--- src/rtl/text_console_ctrl_if.sv ---
// Byte-stream input, text RAM port and cursor/status bundle
// for the text console controller.
interface text_console_ctrl_if #(
    parameter int ABITS = 12,
    parameter int RBITS = 5,
    parameter int CBITS = 6
);
    logic             in_valid;
    logic [7:0]       in_data;
    logic             in_ready;
    logic             ram_strobe;
    logic             ram_rw;
    logic [ABITS-1:0] ram_addr;
    logic [7:0]       ram_wdata;
    logic [7:0]       ram_rdata;
    logic [RBITS-1:0] cursor_row;
    logic [CBITS-1:0] cursor_col;
    logic             busy;

    modport slave (
        input  in_valid, in_data, ram_rdata,
        output in_ready, ram_strobe, ram_rw, ram_addr,
        output ram_wdata, cursor_row, cursor_col, busy
    );

    modport master (
        output in_valid, in_data, ram_rdata,
        input  in_ready, ram_strobe, ram_rw, ram_addr,
        input  ram_wdata, cursor_row, cursor_col, busy
    );
endinterface

--- src/rtl/text_console_ctrl.sv ---
// Terminal-style sequencer for the core-side text RAM port:
// prints at a hardware cursor, handles CR/LF/BS/FF, scrolls and clears.
module text_console_ctrl #(
    parameter int         ROWS  = 32,
    parameter int         COLS  = 64,
    parameter int         ABITS = 12,
    parameter logic [7:0] BLANK = 8'h20
) (
    input logic               clk_core,
    input logic               reset,
    text_console_ctrl_if.slave io
);
    localparam int RBITS = $clog2(ROWS);
    localparam int CBITS = $clog2(COLS);

    localparam logic [ABITS-1:0] COLS_A = ABITS'(COLS);
    localparam logic [ABITS-1:0] J_LAST = ABITS'((ROWS - 1) * COLS - 1);
    localparam logic [ABITS-1:0] BOT    = ABITS'((ROWS - 1) * COLS);
    localparam logic [ABITS-1:0] LAST   = ABITS'(ROWS * COLS - 1);
    localparam logic [RBITS-1:0] R_LAST = RBITS'(ROWS - 1);
    localparam logic [CBITS-1:0] C_LAST = CBITS'(COLS - 1);

    typedef enum logic [2:0] {
        IDLE, PUT, SCR_RD, SCR_WR, SCR_BLANK, CLR
    } state_e;

    state_e           state_q, state_d;
    logic [RBITS-1:0] row_q, row_d;
    logic [CBITS-1:0] col_q, col_d;
    logic [ABITS-1:0] cnt_q, cnt_d;
    logic [7:0]       byte_q, byte_d;

    logic [ABITS-1:0] cur_addr;
    logic is_cr, is_lf, is_bs, is_ff, is_ign;

    assign cur_addr = ABITS'(row_q) * COLS_A + ABITS'(col_q);

    assign is_cr  = io.in_data == 8'h0D;
    assign is_lf  = io.in_data == 8'h0A;
    assign is_bs  = io.in_data == 8'h08;
    assign is_ff  = io.in_data == 8'h0C;
    // Remaining control codes and DEL are swallowed silently
    assign is_ign = ((io.in_data < 8'h20) && !is_cr && !is_lf
                     && !is_bs && !is_ff) || (io.in_data == 8'h7F);

    always_ff @(posedge clk_core or negedge reset) begin
        if (!reset) begin
            state_q <= IDLE;
            row_q   <= '0;
            col_q   <= '0;
            cnt_q   <= '0;
            byte_q  <= '0;
        end else begin
            state_q <= state_d;
            row_q   <= row_d;
            col_q   <= col_d;
            cnt_q   <= cnt_d;
            byte_q  <= byte_d;
        end
    end

    always_comb begin
        state_d       = state_q;
        row_d         = row_q;
        col_d         = col_q;
        cnt_d         = cnt_q;
        byte_d        = byte_q;
        io.in_ready   = 1'b0;
        io.busy       = 1'b1;
        io.ram_strobe = 1'b0;
        io.ram_rw     = 1'b0;
        io.ram_addr   = '0;
        io.ram_wdata  = '0;
        unique case (state_q)
            IDLE: begin
                io.in_ready = 1'b1;
                io.busy     = 1'b0;
                if (io.in_valid) begin
                    unique case (1'b1)
                        is_cr: col_d = '0;
                        is_lf: begin
                            col_d = '0;
                            if (row_q != R_LAST) begin
                                row_d = row_q + 1'b1;
                            end else begin
                                state_d = SCR_RD;
                                cnt_d   = '0;
                            end
                        end
                        is_bs: begin
                            if (col_q != '0) col_d = col_q - 1'b1;
                        end
                        is_ff: begin
                            state_d = CLR;
                            cnt_d   = '0;
                        end
                        is_ign: ;
                        default: begin
                            byte_d  = io.in_data;
                            state_d = PUT;
                        end
                    endcase
                end
            end
            PUT: begin
                io.ram_strobe = 1'b1;
                io.ram_rw     = 1'b1;
                io.ram_addr   = cur_addr;
                io.ram_wdata  = byte_q;
                state_d       = IDLE;
                if (col_q != C_LAST) begin
                    col_d = col_q + 1'b1;
                end else begin
                    col_d = '0;
                    if (row_q != R_LAST) begin
                        row_d = row_q + 1'b1;
                    end else begin
                        state_d = SCR_RD;
                        cnt_d   = '0;
                    end
                end
            end
            SCR_RD: begin
                io.ram_strobe = 1'b1;
                io.ram_addr   = cnt_q + COLS_A;
                state_d       = SCR_WR;
            end
            SCR_WR: begin
                // Read data from the previous cycle lands one row up
                io.ram_strobe = 1'b1;
                io.ram_rw     = 1'b1;
                io.ram_addr   = cnt_q;
                io.ram_wdata  = io.ram_rdata;
                if (cnt_q == J_LAST) begin
                    cnt_d   = BOT;
                    state_d = SCR_BLANK;
                end else begin
                    cnt_d   = cnt_q + 1'b1;
                    state_d = SCR_RD;
                end
            end
            SCR_BLANK: begin
                io.ram_strobe = 1'b1;
                io.ram_rw     = 1'b1;
                io.ram_addr   = cnt_q;
                io.ram_wdata  = BLANK;
                if (cnt_q == LAST) begin
                    state_d = IDLE;
                    row_d   = R_LAST;
                    col_d   = '0;
                end else begin
                    cnt_d = cnt_q + 1'b1;
                end
            end
            CLR: begin
                io.ram_strobe = 1'b1;
                io.ram_rw     = 1'b1;
                io.ram_addr   = cnt_q;
                io.ram_wdata  = BLANK;
                if (cnt_q == LAST) begin
                    state_d = IDLE;
                    row_d   = '0;
                    col_d   = '0;
                end else begin
                    cnt_d = cnt_q + 1'b1;
                end
            end
            default: state_d = IDLE;
        endcase
    end

    assign io.cursor_row = row_q;
    assign io.cursor_col = col_q;
endmodule

--- src/flat_wrapper.sv ---
// flat-port wrapper written by rule: the top's interface ports become plain ports
module text_console_ctrl_flat 
#(
    parameter int         ROWS  = 32,
    parameter int         COLS  = 64,
    parameter int         ABITS = 12,
    parameter logic [7:0] BLANK = 8'h20
)
  (clk_core, reset, io_in_valid, io_in_data, io_ram_rdata, io_in_ready, io_ram_strobe, io_ram_rw, io_ram_addr, io_ram_wdata, io_cursor_row, io_cursor_col, io_busy);
  text_console_ctrl_if #(.ABITS(ABITS)) io_i ();
  input logic clk_core;
  input logic reset;
  input wire logic [$bits(io_i.in_valid)-1:0] io_in_valid;
  input wire logic [$bits(io_i.in_data)-1:0] io_in_data;
  input wire logic [$bits(io_i.ram_rdata)-1:0] io_ram_rdata;
  output wire logic [$bits(io_i.in_ready)-1:0] io_in_ready;
  output wire logic [$bits(io_i.ram_strobe)-1:0] io_ram_strobe;
  output wire logic [$bits(io_i.ram_rw)-1:0] io_ram_rw;
  output wire logic [$bits(io_i.ram_addr)-1:0] io_ram_addr;
  output wire logic [$bits(io_i.ram_wdata)-1:0] io_ram_wdata;
  output wire logic [$bits(io_i.cursor_row)-1:0] io_cursor_row;
  output wire logic [$bits(io_i.cursor_col)-1:0] io_cursor_col;
  output wire logic [$bits(io_i.busy)-1:0] io_busy;
  assign io_i.in_valid = io_in_valid;
  assign io_i.in_data = io_in_data;
  assign io_i.ram_rdata = io_ram_rdata;
  assign io_in_ready = io_i.in_ready;
  assign io_ram_strobe = io_i.ram_strobe;
  assign io_ram_rw = io_i.ram_rw;
  assign io_ram_addr = io_i.ram_addr;
  assign io_ram_wdata = io_i.ram_wdata;
  assign io_cursor_row = io_i.cursor_row;
  assign io_cursor_col = io_i.cursor_col;
  assign io_busy = io_i.busy;
  text_console_ctrl #(.ROWS(ROWS), .COLS(COLS), .ABITS(ABITS), .BLANK(BLANK)) u_core (.clk_core(clk_core), .reset(reset), .io(io_i));
endmodule
--- config.mk ---
export PLATFORM = sky130hd
export DESIGN_NAME = text_console_ctrl_flat
export DESIGN_NICKNAME = d
export VERILOG_FILES = /design/src/rtl/text_console_ctrl_if.sv /design/src/rtl/text_console_ctrl.sv /design/src/flat_wrapper.sv
export SDC_FILE = /design/constraint.sdc
export NUM_CORES = 1
export LEC_CHECK = 0
export CORE_ASPECT_RATIO = 1.4
export CORE_MARGIN = 2
export CORE_UTILIZATION = 55
export CTS_BUF_LIST = sky130_fd_sc_hd__clkbuf_8
export DETAILED_ROUTE_END_ITERATION = 10
export HOLD_SLACK_MARGIN = 0.03
export PLACE_DENSITY = 0.9
export RECOVER_POWER = 25
export SETUP_SLACK_MARGIN = 0.05
export SLEW_MARGIN = 5
export SYNTH_ARGS = -nofsm -noshare
export SYNTH_HDL_FRONTEND = slang
export SYNTH_SLANG_ARGS = --single-unit
--- constraint.sdc ---
create_clock -name clk_core -period 4 [get_ports clk_core]
set_clock_uncertainty 0.2 [all_clocks]
set_input_delay 0.8 -clock clk_core [delete_from_list [all_inputs] [get_ports clk_core]]
set_output_delay 0.8 -clock clk_core [all_outputs]
set_load 0.005 [all_outputs]
## Yosys cells after proc, flatten, opt, wreduce, memory -nomap -nowiden

Index checks and enable logic that the tools add are counted.

| storage, ports and cells | value |
|---|---|
| bits in registers | 34 |
| bits in latches | 0 |
| bits in writable memories | 0 |
| ROM bits | 0 |
| input bits | 19 |
| output and inout bits | 35 |
| logic and storage cells | 99 |
| memories | 0 |

| cells by class | value |
|---|---|
| add/subtract/negate cells | 6 |
| multiply operators | 0 |
| divide/modulo/power cells | 0 |
| magnitude comparators | 1 |
| eq/ne operators | 26 |
| shifts and indexed selects | 0 |
| multiplexer cells | 34 |
| bitwise gates (word level) | 1 |
| reductions and logical operators | 26 |

Operator list:

| cell | count |
|---|---|
| $mux W12 | 5 |
| $pmux W12 S4 | 1 |
| $pmux W12 S3 | 1 |
| $eq A8 B4 Y1 const B | 4 |
| $mux W5 | 6 |
| $eq A12 B11 Y1 const B | 2 |
| $mux W6 | 4 |
| $pmux W12 S2 | 1 |
| $pmux W8 S3 | 1 |
| $pmux W5 S4 | 1 |
| $pmux W6 S3 | 1 |
| $mux W3 | 5 |
| $pmux W3 S5 | 1 |
| $add A11 B6 Y12 | 1 |
| $add A12 B1 Y12 const B | 1 |
| $add A12 B7 Y12 const B | 1 |
| $pmux W6 S2 | 1 |
| $reduce_and A5 Y1 | 2 |
| $reduce_or A5 Y1 | 2 |
| $pmux W3 S3 | 1 |
| $eq A8 B7 Y1 const B | 1 |
| $lt A8 B6 Y1 const B | 1 |
| $ne A2 B1 Y1 const B | 4 |
| $ne A2 B2 Y1 const B | 4 |
| other kinds (27) | 42 |

## Logic depth before layout (Yosys ltp)

Gate-level depths: netlist (run 1).

| depth | value |
|---|---|
| depth in word-level cells | 11 |
| mapped depth | 10 |
| gate-level depth less buffers | 9 |

## Least setup slack after synthesis (run 1)

No wires, ideal clock.

| path | value |
|---|---|
| kind | input to register |
| from | input port io_in_data[5] |
| to | register u_core.cnt_q[2] |
| setup time | 0.121 ns |
| arrival time | 2.068 ns |
| required time | 3.679 ns |
| slack | 1.611 ns |
| cell stages on the path | 7 |
| buffers on the path | 1 |
| cell sequence | nor3_4 -> nand3_2 -> a221oi_2 -> o21a_1 -> buf_4 -> nand2_2 -> a22o_1 |

| on the way | value |
|---|---|
| longest elaborated chain between the ends | 4 |

RTL lines:

| element | RTL line | source |
|---|---|---|
| start: declaration | flat_wrapper.sv:14 | `input wire logic [$bits(io_i.in_data)-1:0] io_in_data;` |
| $eq A8 B4 Y1, on equally long branches | text_console_ctrl.sv:41, text_console_ctrl.sv:39 |  |
| $pmux W12 S2 | text_console_ctrl.sv:79 | `unique case (1'b1)` |
| $mux W12 | text_console_ctrl.sv:78 | `if (io.in_valid) begin` |
| $pmux W12 S4 | text_console_ctrl.sv:74 | `unique case (state_q)` |
| end signal: assignment | text_console_ctrl.sv:57 | `cnt_q <= cnt_d;` |
| end: declaration | text_console_ctrl.sv:30 | `logic [ABITS-1:0] cnt_q, cnt_d;` |

Several ways; a longest one is shown, not always the timed one. The select of a mux whose other input is x is not followed.
A chain may end at the register's enable or synchronous reset.

## Final worst setup path (run 1)

| path | value |
|---|---|
| from | register u_core.state_q[2] |
| to | output port io_ram_addr[6] |

| on the way | value |
|---|---|
| longest elaborated chain between the ends | 3 |

RTL lines:

| element | RTL line | source |
|---|---|---|
| start: declaration | text_console_ctrl.sv:27 | `state_e state_q, state_d;` |
| start signal: assignment | text_console_ctrl.sv:54 | `state_q <= state_d;` |
| $eq A3 B2 Y1 / $eq A3 B3 Y1 (equally long branches) | text_console_ctrl.sv:74 |  |
| $reduce_or A3 Y1 (no source line) | - |  |
| $pmux W12 S3 (*) | text_console_ctrl.sv:74 |  |
| end: declaration | flat_wrapper.sv:19 | `output wire logic [$bits(io_i.ram_addr)-1:0] io_ram_addr;` |

Mark *: on every way between the ends. The rest lies on a longest branch, timed or not.

==> impl_results.md, run 1 <==
* Number of synthesized flops with an enable pin at 0
* Global-route wire length before repair at 13,830 um
* Tcrit/Tclk final at between 90 and 100%
* Sw power at 0.0001596 W
* Synth Register Bits at 34
* Core area at ~5200 um2
* CTS tree: yes
* WP data arrival at around 2600 ps
* Slew @ Worst Pin at between 1500 and 2000 ps
* Final #Nets at 433
* Synthesized area per cell at 7.989 um2
* Number of diodes at 0
* Area Growth Syn to Fin at 20.50%
* Mapped cell area at 2924 um2
* Endpoint of the worst hold path: u_core.byte_q[0]
* Layout cell share with drive strength beyond 1 at 9.606%
* Seq/Total Area, Yosys at between 20 and 30%
* Fmax at between 200 and 300 MHz
* CP Max Fanout at 26
* Yosys warning count at 0
* Hold path depth at 1
* Die span in y at about 90 um
* Routed wire per std cell at 17.71 um
* Antenna Nets Post-Route at 0
* Post-cts resize count at 0
* Cell Int Power at 0.0004901 W
* FFs w/ async S/R, synth at 100.0%
* Setup TNS at 0 ps
* Max-cap violations at 1
* Hold-fix buffers, CTS at 0
* Final WS setup at approximately 400 ps
* Reg2Reg Setup Slack at approximately 1100 ps
* CTS root buffer: clkbuf_8
* Crit Path Class: reg2out
* Worst r2r path cells at 7
* Die X at about 66 um
* Fin util at around two thirds
* Dpl ws at ~750 ps
* Worst skew pair latency at slightly below 300 ps
* Buffers on Ports at 53
* RSZ-0062 raised after global routing: false
* Status: finished with violations
* Tmin final at about 3600 ps
* Worst min path class: reg2reg
* Critical path launch point type: register
* FF-to-FF Start: u_core.state_q[0]
* Sequential share of power at a little over half
* Syn Inst Count at 366
* Critical Path Sink Type: output port
* Rel. slew slack at -29.14%
* Failing checks: capacitance limit, slew limit
* Dominant cells by area after synthesis: dfrtp_1 29%, a21oi_1 6.7%, nand2_1 4.7%, o21ai_0 4.6%, nor2_1 4.2%
* Clk buf depth at 2
* Final GP Congestion at between 0.9 and 1
* Final number of hold-violating endpoints at 0
* Max VDD drop at around 0.19 mV
* Dpl hpwl at around 6300 um
* Critical Path RT at ~3000 ps
* Die ar. at between 5000 and 6000 um2
* Combinational power share at 7.3%
* Vias in the first global route at approximately 2.9k
* Worst hold path startpoint: u_core.byte_q[0]
* Lkg Pwr at around 1.4 nW
* Vias per Instance at ~6.3
* GRT overflow at 0
* Total GRT Usage at between 20% and 30%
* Post-Syn Nets at ~400
* Post-synth top area share at approximately 29%
* WL final at about 8400 um
* Clock transition at the registers of the reported paths at ~70 ps
* Initial antenna violation count at 0
* Row count at 31
* # IOs at 54
* Post-CTS setup buffers at 0
* DRC at 0
* Synth area leader: dfrtp_1
* Sink Count at 34
* Clock buffer count from CTS at 5
* Initial Util at between 50 and 60%
* Initial DRT Pass Iterations at 5
* Clock network fraction of total power at around two fifths
* Largest net degree at the start of global routing at 35
* Reg2Reg Capture Point: u_core.cnt_q[10]
* H-tree depth at 2
* PD cells at 184.4 nW/um2
* Slew Viols, Final at 35
* Cell variety after synth at between 70 and 80
* Setup-failing EPs final at 0
* Tot Pwr at roughly 0.00065 W
* Top FF cell, synth: dfrtp_1
* Drt initial violations at around 230
* Net Sw Frac at 24.57%
* Vias post-DR at 2,993
==> critical path, stage by stage (launching register included) <==
cell	delay (ps)
dfrtp_1	840
and2b_1	530
nor2_2	170
o22ai_1	230
clkdlybuf4s50_1	540
==> flip-flops by register name, indices dropped and copies added (netlist names) <==
signal and cells:
u_core.cnt_q 12, u_core.byte_q 8, u_core.io.cursor_col 6, u_core.io.cursor_row 5, u_core.state_q 3
==> power groups by stage <==
stage	registers, W	logic (W)	clock network, W
2_1_floorplan	0.000357	0.0000158	0
3_3_place_gp	0.000358	0.0000471	0
3_5_place_dp	0.000358	0.0000487	0
4_1_cts	0.000352	0.0000488	0.000249
5_1_grt	0.000352	0.0000528	0.000265
6_report	0.000352	0.0000477	0.000250
==> cells in the final DEF (no fill, tap or decap), types with 3 or more instances in the layout <==
cell type	netlist	final
and3_1	8	8
clkbuf_8	0	5
ha_1	8	8
inv_1	9	10
xnor2_1	3	3
nand2_1	37	37
nand3_1	14	14
nand4_1	8	8
o21ai_1	6	6
a21o_1	3	3
a22o_1	5	5
o21ai_0	27	27
o21a_1	3	3
mux2_2	8	8
o22ai_1	8	8
mux2i_1	12	12
a31oi_1	6	6
dfrtp_1	34	34
nor2b_1	7	7
nor3_1	6	6
buf_4	3	4
nor2_1	33	33
a21oi_1	39	39
a22oi_1	4	4
clkdlybuf4s50_1	0	52
==> how the worst max path moves through the flow <==
stage	from	end	slack (ps)	cells past startpoint
floorplan	io_in_data[5]	u_core.cnt_q[2]	1610	7
global placement	io_in_data[0]	u_core.cnt_q[3]	840	7
detailed placement	u_core.state_q[2]	io_ram_addr[6]	750	4
CTS	u_core.state_q[2]	io_ram_addr[6]	450	4
global route	u_core.state_q[2]	io_ram_addr[10]	280	5
finish	u_core.state_q[2]	io_ram_addr[6]	400	4
==> Yosys cell counts, drive strengths merged, types with 2 or more instances <==
library cell and count:
a22o 5, a211oi 3, nand3b 2, or4 2
nand2 39, nand3 16, mux2i 12, buf 15
nor3 8, clkbuf 10, nand4b 2, inv 10
and3b 2, xnor2 3, mux2 8, and3 8
ha 8, nand2b 2, nand4 8, o211ai 2
dfrtp 34, o22ai 8, nor2b 7, or3 2
and2 2, xor2 2, nor2 34, a22oi 4
o21ai 34, a31oi 7, a21o 3, o21a 3
a21oi 40, nor3b 3
==> layer usage <==
layer / GRT usage, % / up-vias / share of wire (%)
li1: - / 1424 / -
met1: 35.12 / 1426 / 39
met2: 52.44 / 122 / 54
met3: 5.237 / 21 / 5.3
met4: 9.201 / 0 / 2.1
met5: 0 / - / 0
==> cell families after synthesis <==
group	Yosys count	share of synthesized area, %
simple gates	143	26.83
compound gates	121	26.32
buf+inv	35	5.648
flops	34	29.10
mux	20	7.189
fa+ha+maj	8	3.423
xor+xnor	5	1.498
==> final cells by class <==
class / count / area [um2]
Clock buffer: 5 / 68.82
Timing Repair Buffer: 58 / 564.3
Fill cell: 408 / 1635
Tap cell: 66 / 82.58
Multi-Input combinational cell: 297 / 1908
Sequential cell: 34 / 850.8
Inverter: 10 / 37.54
Clock inverter: 2 / 11.26
==> stage by stage <==
step	hold WS [ps]	cells	area [um2]
6_report	321.9	472	3523
5_1_grt	343.0	472	3523
4_1_cts	322.0	472	3527
3_5_place_dp	301.0	465	3447
3_3_place_gp	289.0	465	3447
2_1_floorplan	280.0	366	2924
Note: power is estimated with default switching activity, not from simulation.
==> run 2: changes to the inputs <==
Settings changed: CORE_UTILIZATION 55 to 35, PLACE_DENSITY 0.9 to 0.64, RECOVER_POWER 25 to unset.
==> impl_results.md, run 2 (synthesis results as in run 1) <==
* Clock buffer count from CTS at 5 (unchanged)
* WL final at 8467 um (+1.3%)
* Layout cell share with drive strength beyond 1 at 10.07% (+0.47 points)
* Slew Viols, Final at 0 (-100%)
* Number of diodes at 0 (unchanged)
* Hold path depth at 1 (unchanged)
* Critical Path RT at 3000 ps (about the same)
* Final #Nets at 433 (unchanged)
* Initial Util at 35.88% (-21 points)
* GRT overflow at 0 (unchanged)
* RSZ-0062 raised after global routing: false
* Final number of hold-violating endpoints at 0 (unchanged)
* Worst skew pair latency at 300 ps (about the same)
* Endpoint of the worst hold path: u_core.byte_q[7]
* Footprint of the multi-input gates at 1908 um2 (unchanged)
* Hold-fix buffers, CTS at 0 (unchanged)
* Final GP Congestion at 0.8679 (-11%)
* CTS root buffer: clkbuf_8
* Row count at 39 (+26%)
* Rel. slew slack at 33.78% (+63 points)
* DRC at 0 (unchanged)
* Routed wire per std cell at 16.63 um (-6.1%)
* Sink Count at 34 (unchanged)
* PD cells at 183.6 nW/um2 (-0.43%)
* Slew @ Worst Pin at 993.3 ps (-943.8 ps)
* Commonest non-fill, non-tap cell in the layout: clkdlybuf4s50_1
* Final instance area at 3578 um2 (+1.6%)
* Max reg flops at 12 (unchanged)
* Reg2Reg Capture Point: u_core.cnt_q[2]
* H-tree depth at 2 (unchanged)
* Tmin final at 3539 ps (-61.43 ps)
* Lkg Pwr at 1.367 nW (+0.83%)
* Initial antenna violation count at 0 (unchanged)
* Most frequent cells in the layout: 53 x clkdlybuf4s50_1, 39 x a21oi_1, 37 x nand2_1
* CP Max Fanout at 30 (+15%)
* Worst r2r path cells at 6 (-1)
* Worst min path class: reg2reg
* Antenna Nets Post-Route at 0 (unchanged)
* Die ar. at 9112 um2 (+54%)
* # IOs at 54 (unchanged)
* Clock transition at the registers of the reported paths at 80 ps (about the same)
* Dpl hpwl at 6363 um (+0.68%)
* FF+latch area at 850.8 um2 (unchanged)
* Most flop-heavy register: u_core.cnt_q
* Global-route wire length before repair at 14,070 um (+1.7%)
* Vias post-DR at 2,917 (-2.5%)
* Total GRT Usage at 19.48% (-10 points)
* Critical Path Sink Type: output port
* Vias per Instance at 5.731 (-9.6%)
* WP data arrival at 2540 ps (-60 ps)
* Drt initial violations at 185 (-21%)
* Setup-failing EPs final at 0 (unchanged)
* Vias in the first global route at 2,963 (+3.9%)
* Crit Path Class: reg2out
* Clk buf depth at 2 (unchanged)
* Setup TNS at 0 ps (unchanged)
* Crit path from: u_core.state_q[0]
* Area Growth Syn to Fin at 22.38%
* Worst hold path startpoint: u_core.byte_q[7]
* Post-cts resize count at 0 (unchanged)
* Status: finished, final reports clean
* FILL cells at 807 (+98%)
* Die span in y at 112.2 um (+24%)
* CTS tree: yes
* Max-cap violations at 0 (-1)
* FF-to-FF Start: u_core.state_q[0]
* Buffers on Ports at 53 (unchanged)
* Largest net degree at the start of global routing at 35 (unchanged)
* Initial DRT Pass Iterations at 5 (unchanged)
* Reg2Reg Setup Slack at 1070 ps (-70 ps)
* Critical path launch point type: register
* Post-CTS setup buffers at 0 (unchanged)
* Placed cell area at 3492 um2 (+1.3%)
* Tcrit/Tclk final at 88.47% (-1.5 points)
* Fmax at 282.6 MHz (+1.7%)
* Die X at 81.25 um (+24%)
* Core area at 8149 um2 (+58%)
* Max VDD drop at 0.1591 mV (-18%)
[run 2: per-stage QoR]
step | util [%] | setup WS, ps | cells | hold slack [ps] | total power [W]
after floorplan | - | 1611 | 366 | 280.0 | 0.0003729
after global placement | 42.85 | 801.8 | 501 | 293.7 | 0.0004067
after detailed placement | 42.85 | 736.3 | 501 | 295.9 | 0.0004073
after CTS | 43.91 | 482.6 | 509 | 314.1 | 0.0006668
after global routing | 43.91 | 329.6 | 509 | 336.8 | 0.0006896
final | 43.91 | 461.4 | 509 | 313.6 | 0.0006570
[run 2: how the worst max path moves through the flow]
stage                 endpoint  slack, ps  depth (start not counted)
2_1_floorplan  u_core.cnt_q[2]       1610                          7
5_1_grt          io_ram_strobe        330                          5
3_3_place_gp   u_core.cnt_q[2]        800                          7
6_report         io_ram_strobe        460                          4
3_5_place_dp   u_core.cnt_q[3]        740                          7
4_1_cts          io_ram_strobe        480                          4
[run 2: where the power goes]
group | internal [W] | total [W] | switching (W)
clock network | 0.000120 | 0.000258 | 0.000137
logic | 0.0000254 | 0.0000481 | 0.0000227
registers | 0.000348 | 0.000351 | 0.00000313
total | 0.000494 | 0.000657 | 0.000163
[run 2: worst max-delay path, stage by stage (launching register included)]
cell	delay (ps)
dfrtp_1	1000
or3_1	380
inv_2	120
a21oi_1	190
clkdlybuf4s50_1	540
[run 2: layout make-up]
cell class,count,share of cell area (%)
Tap cell,102,3.566
Clock buffer,5,1.923
Clock inverter,3,0.4895
Timing Repair Buffer,58,15.87
Inverter,10,1.049
Sequential cell,34,23.78
Multi-Input combinational cell,297,53.32
[run 2: per-layer routing]
layer / global-route usage, % / share of wire, %
met1: 22.96 / 41
met2: 33.28 / 52
met3: 3.296 / 3.5
met4: 9.944 / 2.7
met5: 0 / 0
==> run 3: changes to the inputs <==
Settings changed: PLACE_DENSITY 0.64 to unset.
==> impl_results.md, run 3 (synthesis results as in run 1) <==
* Sink Count at 34 (unchanged)
* GRT overflow at 0 (unchanged)
* Die X at 81.25 um (unchanged)
* Final number of hold-violating endpoints at 0 (unchanged)
* Antenna Nets Post-Route at 0 (unchanged)
* Row count at 39 (unchanged)
* GR Layer Usage met2 at 32.89% (-0.39 points)
* Cell Int Power at 0.0005102 W (+3.3%)
* Dpl hpwl at 6431 um (+1.1%)
* Inst Count DP at 504 (+0.60%)
* Clock buffer count from CTS at 5 (unchanged)
* Sw power at 0.0001620 W (-0.66%)
* # IOs at 54 (unchanged)
* Area Growth Syn to Fin at 23.32%
* Hold-fix buffers, CTS at 0 (unchanged)
* WL final at 8590 um (+1.5%)
* Final GP Congestion at 0.8504 (-2.0%)
* PD cells at 186.4 nW/um2 (+1.5%)
* Post-CTS setup buffers at 0 (unchanged)
* Crit Path Class: reg2out
* Tcrit/Tclk final at 83.06% (-5.4 points)
* Global-route wire length before repair at 14,220 um (+1.1%)
* Setup-failing EPs final at 0 (unchanged)
* Vias per Instance at 5.738 (+0.13%)
* Core area at 8149 um2 (unchanged)
* Initial antenna violation count at 0 (unchanged)
* WP data arrival at 2320 ps (-220 ps)
* Drt initial violations at 146 (-21%)
* M1 GR Usage at 24.61% (+1.6 points)
* Clock network fraction of total power at 40.6% (+1.4 points)
* RSZ-0062 raised after global routing: false
* Critical Path RT at 3000 ps (about the same)
* Tmin final at 3323 ps (-216.0 ps)
* Setup TNS at 0 ps (unchanged)
* Critical Path Sink Type: output port
* Slew @ Worst Pin at 825.8 ps (-167.6 ps)
* Final #Nets at 436 (+0.69%)
* Hold_ws at 313.6 ps (-0.06700 ps)
* DRC at 0 (unchanged)
* CP Max Fanout at 14 (-53%)
* Total GRT Usage at 19.89% (+0.40 points)
* Number of diodes at 0 (unchanged)
* Worst skew pair latency at 290 ps (about the same)
* Max reg flops at 12 (unchanged)
* Slew Viols, Final at 0 (unchanged)
* Initial DRT Pass Iterations at 4 (-1)
* Commonest non-fill, non-tap cell in the layout: clkdlybuf4s50_1
* Net Sw Frac at 24.09% (-0.72 points)
* FILL cells at 823 (+2.0%)
* Global route hottest layer: met2
* Lkg Pwr at 1.383 nW (+1.1%)
* Finished Layout Cells at 512 (+0.59%)
* Rel. slew slack at 44.83% (+11 points)
* H-tree depth at 2 (unchanged)
* Initial Util at 35.88% (unchanged)
* Vias post-DR at 2,938 (+0.72%)
* Critical path launch point type: register
* Post-cts resize count at 0 (unchanged)
* Max-cap violations at 0 (unchanged)
* Vias in the first global route at 2,882 (-2.7%)
* Routing usage on met3 at 3.215% (-0.080 points)
* CTS tree: yes
* Combinational power share at 7.1% (-0.2 points)
* Max VDD drop at 0.09555 mV (-40%)
* Layout cell share with drive strength beyond 1 at 10.73% (+0.66 points)
* Die span in y at 112.2 um (unchanged)
* Worst min path class: reg2reg
* Status: finished, final reports clean
* CTS root buffer: clkbuf_8
* Reg2Reg Setup Slack at 1400 ps (+330 ps)
* Most frequent cells in the layout: 53 x clkdlybuf4s50_1, 39 x a21oi_1, 37 x nand2_1
* Die ar. at 9112 um2 (unchanged)
* Sequential share of power at 52.3% (-1.2 points)
* Routed wire per std cell at 16.78 um (+0.86%)
* Largest net degree at the start of global routing at 35 (unchanged)
* Clk buf depth at 2 (unchanged)
* Buffers on Ports at 53 (unchanged)
* Clock transition at the registers of the reported paths at 80 ps (about the same)
* Fmax at 301.0 MHz (+6.5%)
* Most flop-heavy register: u_core.cnt_q
## run 3: cell count changes in the layout (fill, tap and decap cells not counted), sizes merged
cell and delta:
clkbuf +1, clkinv -1, buf +3
## run 3: per-layer routing
| metal | part of all wire, % | wire length [um] | vias to the layer above |
|---|---|---|---|
| met5 | 0 | 0 | - |
| met2 | 51 | 4371 | 83 |
| met1 | 42 | 3602 | 1402 |
| met3 | 3.9 | 334 | 23 |
| li1 | - | - | 1430 |
| met4 | 3.3 | 281 | 0 |
## run 3: final cells by class
type,count,area (um2),area share [%]
flip-flops and latches,34,850.8,23.59
well taps,102,127.6,3.539
clock inverters,2,8.758,0.2429
inverters,10,37.54,1.041
clock buffers,6,82.58,2.290
repair buffers,61,590.6,16.38
multi-input cells,297,1908,52.91
## run 3: worst paths after layout
kind | from | endpoint | depth (start not counted)
max | u_core.state_q[2] | io_ram_addr[6] | 5
min | u_core.byte_q[7] | u_core.byte_q[7] | 1
max reg2reg | u_core.state_q[2] | u_core.cnt_q[3] | 7
min reg2reg | u_core.byte_q[7] | u_core.byte_q[7] | 1
max in group asynchronous | reset | u_core.io.cursor_row[2] | 2
min in group asynchronous | reset | u_core.cnt_q[8] | 2
## run 3: stage by stage
stage / util (%) / setup WS, ps / area (um2) / power [W]
after floorplan: - / 1611 / 2924 / 0.0003729
after detailed placement: 43.13 / 749.8 / 3515 / 0.0004070
after global placement: 43.13 / 799.1 / 3515 / 0.0004066
after global routing: 44.25 / 558.1 / 3606 / 0.0007023
after CTS: 44.25 / 692.8 / 3606 / 0.0006831
final: 44.25 / 677.4 / 3606 / 0.0006722
## run 3: power by group through the flow
stage	sequential, W	combinational (W)	clock, W
5_1_grt	0.000352	0.0000531	0.000297
2_1_floorplan	0.000357	0.0000158	0
3_5_place_dp	0.000358	0.0000488	0
6_report	0.000351	0.0000478	0.000273
3_3_place_gp	0.000358	0.0000482	0
4_1_cts	0.000351	0.0000490	0.000283
## run 3: worst max-delay path: stages (launching register included)
cell             delay, ps
dfrtp_1                620
buf_4                  280
and3b_4                250
nor2_2                 260
o22ai_1                150
clkdlybuf4s50_1        460
==> edit (flow settings as in run 1) <==
`BLANK` is set to 8'h20 in 2 places; all go to 8'h10.
--- a/src/rtl/text_console_ctrl.sv
+++ b/src/rtl/text_console_ctrl.sv
@@ -4,7 +4,7 @@
     parameter int         ROWS  = 32,
     parameter int         COLS  = 64,
     parameter int         ABITS = 12,
-    parameter logic [7:0] BLANK = 8'h20
+    parameter logic [7:0] BLANK = 8'h10
 ) (
     input logic               clk_core,
     input logic               reset,
--- a/src/flat_wrapper.sv
+++ b/src/flat_wrapper.sv
@@ -4,7 +4,7 @@
     parameter int         ROWS  = 32,
     parameter int         COLS  = 64,
     parameter int         ABITS = 12,
-    parameter logic [7:0] BLANK = 8'h20
+    parameter logic [7:0] BLANK = 8'h10
 )
   (clk_core, reset, io_in_valid, io_in_data, io_ram_rdata, io_in_ready, io_ram_strobe, io_ram_rw, io_ram_addr, io_ram_wdata, io_cursor_row, io_cursor_col, io_busy);
   text_console_ctrl_if #(.ABITS(ABITS)) io_i ();
Function: changed (a bounded check fails within 4 cycles, from zero or initial values and one cycle with reset low).
==> edit against run 1 <==
- the flow still finishes with violations (capacitance limit, slew limit)
- via count increased by 10%
- setup slack improved by 0.11 ns
- cell count increased by 1.9%
- sequential cell count unchanged
- cell area increased by 4.0%
- area after synthesis increased by 4.4%
- routed wire length increased by 13%
- highest routed layer unchanged
Power is not compared: it rests on default switching activity, and its combinational part moved more than twofold at a synthesized area within 25%.
==> edit: results <==
metrics = {
    "placed_design": {
        "dp_hpwl_um": 6870,
        "place_congestion": 0.975,
        "placement.io_buffers": 53,
    },
    "setup_path": {
        "r2r_setup_slack_ns": 1.01,
        "crit_path_start": "u_core.state_q[1]$_DFFE_PN0P_",
        "crit_arrival_ns": 2.49,
        "crit_fanout": 22,
        "reg2reg_to": "u_core.io.cursor_col[2]$_DFFE_PN0P_",
        "endpoint": "io_ram_addr[5]",
        "cp_slowest_stage_delay_ns": 0.64,
        "r2r_cells": 6,
    },
    "drt": {
        "vias_per_cell": 6.85,
        "drt_iter0_drc": 419,
        "wirelength_um": 9410,
    },
    "yosys": {
        "ys_top_cells_by_area": "dfrtp_1 28%, o21ai_0 4.1%, nor2_1 4.1%",
        "yosys-top-cells-count": "34 x dfrtp_1, 33 x nor2_1, 28 x nand2_1, 25 x o21ai_0, 19 x a21oi_1",
        "netlist-cell-type-count": 70,
        "syn-num-nets": 403,
        "ys_seq_area_share_pct": 27.9,
    },
    "global_route": {
        "grt_pass1_vias": 3159,
        "grt_use_total_pct": 32.9,
        "grt_pass1_wl_um": 15700,
    },
    "cells_and_area": {
        "largest_reg_flops": 12,
        "final_nets": 439,
        "fillers": 464,
        "drive_gt1_share_pct": 9.69,
    },
    "worst_hold_path": {
        "hold_depth": 1,
        "min_from": "u_core.byte_q[6]$_DFFE_PN0P_",
        "min_to": "u_core.byte_q[6]$_DFFE_PN0P_",
    },
    "clocking": {
        "post_cts_resized": 0,
        "cts_made_buffers": 5,
    },
    "power": {
        "p_seq_mw": 0.646,
    },
    "outcome": {
        "status": "finished with violations",
        "failed_checks": "capacitance limit, slew limit",
    },
    "sta": {
        "slew_headroom_pct": -30.2,
        "slew_viol_final": 35,
        "timing.hold.ws_ns": 0.315,
    },
    "flow_run": {
        "drv_cap": 1,
    },
}
[edit: worst max-delay path, delay by kind of cell, from the launching register on]
family	cells	cell delay, ns
compound gates	1	0.12
buf+inv	2	0.89
simple gates	2	0.55
flops	1	0.64
[edit: area by class of cell]
class / instances / area [um2] / area share, %
inverters: 13 / 48.8 / 1.33
clock inverters: 2 / 8.76 / 0.239
repair buffers: 61 / 587 / 16.0
well taps: 68 / 85.1 / 2.32
flip-flops and latches: 34 / 851 / 23.2
multi-input cells: 297 / 2000 / 54.6
clock buffers: 6 / 82.6 / 2.25
[edit: cell families (layout without fill, tap and decap cells)]
family | count (synthesis) | after routing | synth area share (%)
compound gates | 117 | 117 | 26.8
fa+ha+maj | 8 | 8 | 3.28
xor+xnor | 5 | 5 | 1.43
flops | 34 | 34 | 27.9
simple gates | 147 | 147 | 27.0
mux | 20 | 20 | 7.13
buf+inv | 45 | 82 | 6.48
[edit: routing by layer]
layer / wire length [um] / share of wire (%) / track usage (%)
met5: 0 / 0 / 0
met1: 3590 / 38 / 40.0
met4: 398 / 4.2 / 16.5
met3: 599 / 6.4 / 5.15
met2: 4820 / 51 / 55.1
[edit: per-stage QoR]
stage | std cells | instance area [um2] | util [%] | power [mW] | setup WS (ns)
final | 481 | 3670 | 67.3 | 1.72 | 0.507
after global routing | 481 | 3670 | 67.3 | 1.83 | 0.311
after CTS | 481 | 3670 | 67.4 | 1.70 | 0.556
after detailed placement | 473 | 3580 | 65.7 | 1.42 | 0.848
after global placement | 473 | 3580 | 65.7 | 1.40 | 0.890
after floorplan | 376 | 3050 | - | 1.08 | 1.49
